**src/rtl/serial_gate_sequencer.sv**
```systemverilog
// Bit-serial op engine: one shared nand-built 1-bit unit evaluates a WIDTH-bit operand pair LSB first.
// Latency: start sampled at edge k -> busy for WIDTH cycles -> done_o pulse one cycle; back-to-back every WIDTH+1.
// No backpressure: start_i is only accepted in IDLE/DONE and is ignored in RUN; optional macro SERIAL_GATE_XOR_EN enables ops 4/5.
module serial_gate_sequencer #(
   parameter int WIDTH = 8
) (
   input  logic             clk,
   input  logic             rst,
   input  logic             start_i,
   input  logic [2:0]       op_i,
   input  logic [WIDTH-1:0] a_i,
   input  logic [WIDTH-1:0] b_i,
   output logic             busy_o,
   output logic             done_o,
   output logic [WIDTH-1:0] y_o,
   output logic             err_o
);

   localparam int CW = (WIDTH > 1) ? $clog2(WIDTH) : 1;
   localparam logic [CW-1:0] LAST = CW'(WIDTH - 1);

   typedef enum logic [1:0] {S_IDLE, S_RUN, S_DONE} state_t;

   state_t           state, state_nxt;
   logic [CW-1:0]    cnt;
   logic [WIDTH-1:0] a_r, b_r;
   logic [2:0]       op_r;
   logic [WIDTH-2:0] sr;        // bits already evaluated; the current bit completes the word
   logic [WIDTH-1:0] full;      // current bit on top of the accumulated bits
   logic             load, last;
   logic             abit, bbit, ubit, illegal;

   assign abit = a_r[cnt];
   assign bbit = b_r[cnt];
   assign last = (cnt == LAST);
   assign full = {ubit, sr};

   // Shared 1-bit unit: only nand primitives
   logic n_ab, and_o, n_a, n_b, or_o, nor_o;
   nand g_nab (n_ab,  abit, bbit);
   nand g_and (and_o, n_ab, n_ab);
   nand g_na  (n_a,   abit, abit);
   nand g_nb  (n_b,   bbit, bbit);
   nand g_or  (or_o,  n_a,  n_b);
   nand g_nor (nor_o, or_o, or_o);
`ifdef SERIAL_GATE_XOR_EN
   logic x_1, x_2, xor_o, xnor_o;
   nand g_x1  (x_1,    abit, n_ab);
   nand g_x2  (x_2,    bbit, n_ab);
   nand g_xor (xor_o,  x_1,  x_2);
   nand g_xnr (xnor_o, xor_o, xor_o);
`endif

   // Select the unit output for the latched op and flag unsupported ops
   always_comb begin
      ubit    = 1'b0;
      illegal = 1'b0;
      case (op_r)
         3'd0: ubit = and_o;
         3'd1: ubit = n_ab;
         3'd2: ubit = or_o;
         3'd3: ubit = nor_o;
`ifdef SERIAL_GATE_XOR_EN
         3'd4: ubit = xor_o;
         3'd5: ubit = xnor_o;
`else
         3'd4: illegal = 1'b1;
         3'd5: illegal = 1'b1;
`endif
         3'd6: ubit = n_a;
         default: illegal = 1'b1;
      endcase
   end

   // Next state, operand load strobe and status outputs
   always_comb begin
      state_nxt = state;
      load      = 1'b0;
      busy_o    = 1'b0;
      done_o    = 1'b0;
      case (state)
         S_IDLE: begin
            if (start_i) begin
               state_nxt = S_RUN;
               load      = 1'b1;
            end
         end
         S_RUN: begin
            busy_o = 1'b1;
            if (last) state_nxt = S_DONE;
         end
         S_DONE: begin
            done_o = 1'b1;
            if (start_i) begin
               state_nxt = S_RUN;
               load      = 1'b1;
            end else begin
               state_nxt = S_IDLE;
            end
         end
         default: state_nxt = S_IDLE;
      endcase
   end

   // State, operand capture, bit shifting and result registration
   always_ff @(posedge clk) begin
      if (rst) begin
         state <= S_IDLE;
         cnt   <= '0;
         a_r   <= '0;
         b_r   <= '0;
         op_r  <= '0;
         sr    <= '0;
         y_o   <= '0;
         err_o <= 1'b0;
      end else begin
         state <= state_nxt;
         if (load) begin
            a_r  <= a_i;
            b_r  <= b_i;
            op_r <= op_i;
            cnt  <= '0;
            sr   <= '0;
         end else if (state == S_RUN) begin
            sr <= full[WIDTH-1:1];
            if (last) begin
               // Final bit lands directly in y_o so it is valid in the done cycle
               cnt   <= '0;
               y_o   <= illegal ? '0 : full;
               err_o <= illegal;
            end else begin
               cnt <= cnt + CW'(1);
            end
         end
      end
   end

endmodule
```
**config.mk**
```make
export PLATFORM = sky130hd
export DESIGN_NAME = serial_gate_sequencer
export DESIGN_NICKNAME = d
export VERILOG_FILES = /design/src/rtl/serial_gate_sequencer.sv
export SDC_FILE = /design/constraint.sdc
export NUM_CORES = 1
export LEC_CHECK = 0
export ABC_AREA = 1
export CAP_MARGIN = 20
export CORE_MARGIN = 2
export CORE_UTILIZATION = 51
export DETAILED_ROUTE_END_ITERATION = 8
export PLACE_DENSITY_LB_ADDON = 0.1
export SYNTH_ARGS = -nofsm -noshare
export SYNTH_HDL_FRONTEND = slang
export SYNTH_SLANG_ARGS = --single-unit
export TNS_END_PERCENT = 100
```
**constraint.sdc**
```tcl
create_clock -name clk -period 1.7 [get_ports clk]
set_clock_uncertainty 0.15 [all_clocks]
set_input_delay 0.34 -clock clk [delete_from_list [all_inputs] [get_ports clk]]
set_output_delay 0.34 -clock clk [all_outputs]
set_load 0.005 [all_outputs]
```
==> flow_metrics.tcl <==
set metrics [dict create \
    critPathTopFamily "buffers and inverters" \
    synth.top_cell.area_share_pct 46.2 \
    grt_max_degree 30 \
    p_seq_share_pct 57.4 \
    syn_area_um2 1730 \
    wire_per_inst_um 10.4 \
    finalSetupTns_ns 0 \
    dr.pass1.iters 4 \
    routed.top_layer "met4" \
    netlist_top_cells_area "dfxtp_1 46%, nand2_1 13%, a21oi_1 10%, o21ai_0 5.8%, inv_1 4.8%" \
    power_density_nw_per_um2 773 \
    p_sw_share_pct 27.4 \
    drt_wl_total_um 3440 \
    path_class "register to output pin" \
    mostFrequentLayoutCells "56 x nand2_1, 35 x a21oi_1, 28 x dfxtp_1" \
    gr-total-overflow 0 \
    cp_cell_sequence "clkdlybuf4s50_1" \
    core_um2 3310 \
    wl_met2_um 1480 \
    crit_required_ns 1.21 \
    route.met3.wl_um 171 \
    place_inst 323 \
    clk_pin_slew_worst_paths_ns 0.11 \
    syn_inst 242 \
    critPathBufInv 1 \
    p_int_uw 1280 \
    worstPathArrival_ns 1.17 \
    postRouteAntennaNets 0 \
    power_frac_comb_pct 17.5 \
    ys_seq_area_share_pct 46.2 \
    cp_slowest_cell "clkdlybuf4s50_1" \
    die-area_um2 3880 \
    die_w_um 62.3 \
    period_minus_slack_ns 1.66 \
    cts_made_buffers 5 \
    vias 1583 \
    postSynthAreaPerCell_um2 7.16 \
    dieHeight_um 62.3 \
    nets 309 \
    clk_latency_ns 0.35 \
    fin_ws_ns 0.0397 \
    syn_nets 266 \
    slew_headroom_pct 67.3 \
    hold_violations 0 \
    crit_fanout 2 \
    hold_class "register to register" \
    final_cells 331 \
    crit_path_end_kind "output pin" \
    rsz0062_at_grt "true" \
    place_ws_ns -0.0244 \
    area_delta_synth_final_pct 31.2 \
    yosys.area.top_type "dfxtp_1" \
    min_period_over_period_pct 97.7 \
    cts_htree_levels 2 \
    drive_above_1_share_pct 20.4 \
    cts_tree "yes" \
    dr.first_iter.drc_count 46 \
    cts_buffer_depth 2 \
    finalSetupViolCount 0 \
    critPathLaunchType "register" \
    drc 0 \
    rows 21 \
    met1Wirelength_um 1720 \
    boundaryPins 33 \
    pwr-share-clk_pct 25.1 \
    dp_hpwl_um 2440 \
    crit_path_max_incr_delay_ns 0.49 \
    antenna_found_initial 0 \
    status "completed" \
    postCtsSetupBuffers 0 \
    grt_pass1_vias 1367 \
    insertedDiodeCount 0 \
    slew_violations 0 \
    fmax_mhz 602 \
    yosysWarningCount 0 \
    layout_commonest_cell "nand2_1" \
    ys_seq_elements 40 \
    routed_via_density 4.78 \
    gp_congestion 0.822 \
    ys_types 22 \
    cts_hold_buf 0 \
    io_buffer_count 32 \
    grt_pass1_wl_um 5970 \
    vdd_ir_drop_max_mv 0.504 \
    start_util_pct 52.3 \
    p_leak_uw 0.00107 \
    power_switching_uw 482 \
    worst_pin_slew_ns 0.489 \
    drv_cap 0 \
    grt_usage_pct 19.3 \
    clock-sinks 40 \
    cts_root_buf "clkbuf_4" \
]
-- cells by family (layout without fill, tap and decap cells) --
family	Yosys count	after routing	share of synthesized area, %
AOI/OAI and AO/OA	61	61	18.0
adders and majority gates	2	2	1.44
buffers and inverters	43	86	10.4
DFF	40	40	46.2
and+or+nand+nor	96	96	24.0
-- cell usage after synthesis --
cell and number:
nor2_2 1, o21a_1 1, dfxtp_1 40, clkbuf_1 6
o21ai_0 20, nand3_2 4, nor3_1 1, clkinv_1 1
a21oi_2 1, nor2_1 14, buf_4 1, ha_1 2
buf_2 2, a21oi_1 35, nand2_1 59, nand3_1 13
inv_1 22, o21ai_1 4, nand2_2 4, inv_2 9
buf_6 1, inv_6 1
-- per-stage QoR --
step / hold slack [ns] / power, µW / area (µm²) / util, %
CTS: 0.309 / 1760 / 2200 / 66.6
floorplan: 0.273 / 1220 / 1730 / -
global placement: 0.286 / 1320 / 2160 / 65.2
finish: 0.305 / 1760 / 2270 / 68.7
global route: 0.326 / 1860 / 2270 / 68.7
detailed placement: 0.292 / 1330 / 2160 / 65.2
-- repair_timing --
action	4_1_cts	5_1_grt
gates resized for setup	6	26
cloned	0	1
pin swaps	0	0
endpoints found under the setup margin	3	17
-- flip-flops by register name, indices dropped and copies added (netlist names) --
name / count
a_r: 8
b_r: 8
y_o: 8
sr: 7
cnt: 3
op_r: 3
state: 2
err_o: 1
-- path summary, 6_finish.rpt --
path	to	cells after the start	start	slack [ns]
min reg2reg	b_r[2]	2	b_r[2]	0.30
min	b_r[2]	2	b_r[2]	0.30
max	y_o[0]	1	y_o[0]	0.04
max reg2reg	y_o[7]	7	cnt[0]	0.13
-- power by group through the flow --
stage	logic (µW)	registers, µW	clock network (µW)
after floorplan	191	1020	0
after global placement	293	1030	0
after detailed placement	296	1030	0
after CTS	297	1010	458
after global routing	346	1010	503
final	307	1010	441
-- layout make-up --
class                   instances  area [µm²]
fillers                       321        1040
inverters                      33         134
clock inverters                 1        5.00
well taps                      46        57.6
clock buffers                   6        41.3
multi-input cells             159         779
repair buffers                 46         438
flip-flops and latches         40         818
-- routing by layer --
metal / vias to the layer above / global-route usage, %
met1: 693 / 26.1
met3: 6 / 6.70
met5: - / 0
met2: 27 / 28.0
li1: 857 / -
met4: 0 / 8.33
Note: power is estimated with default switching activity, not from simulation.
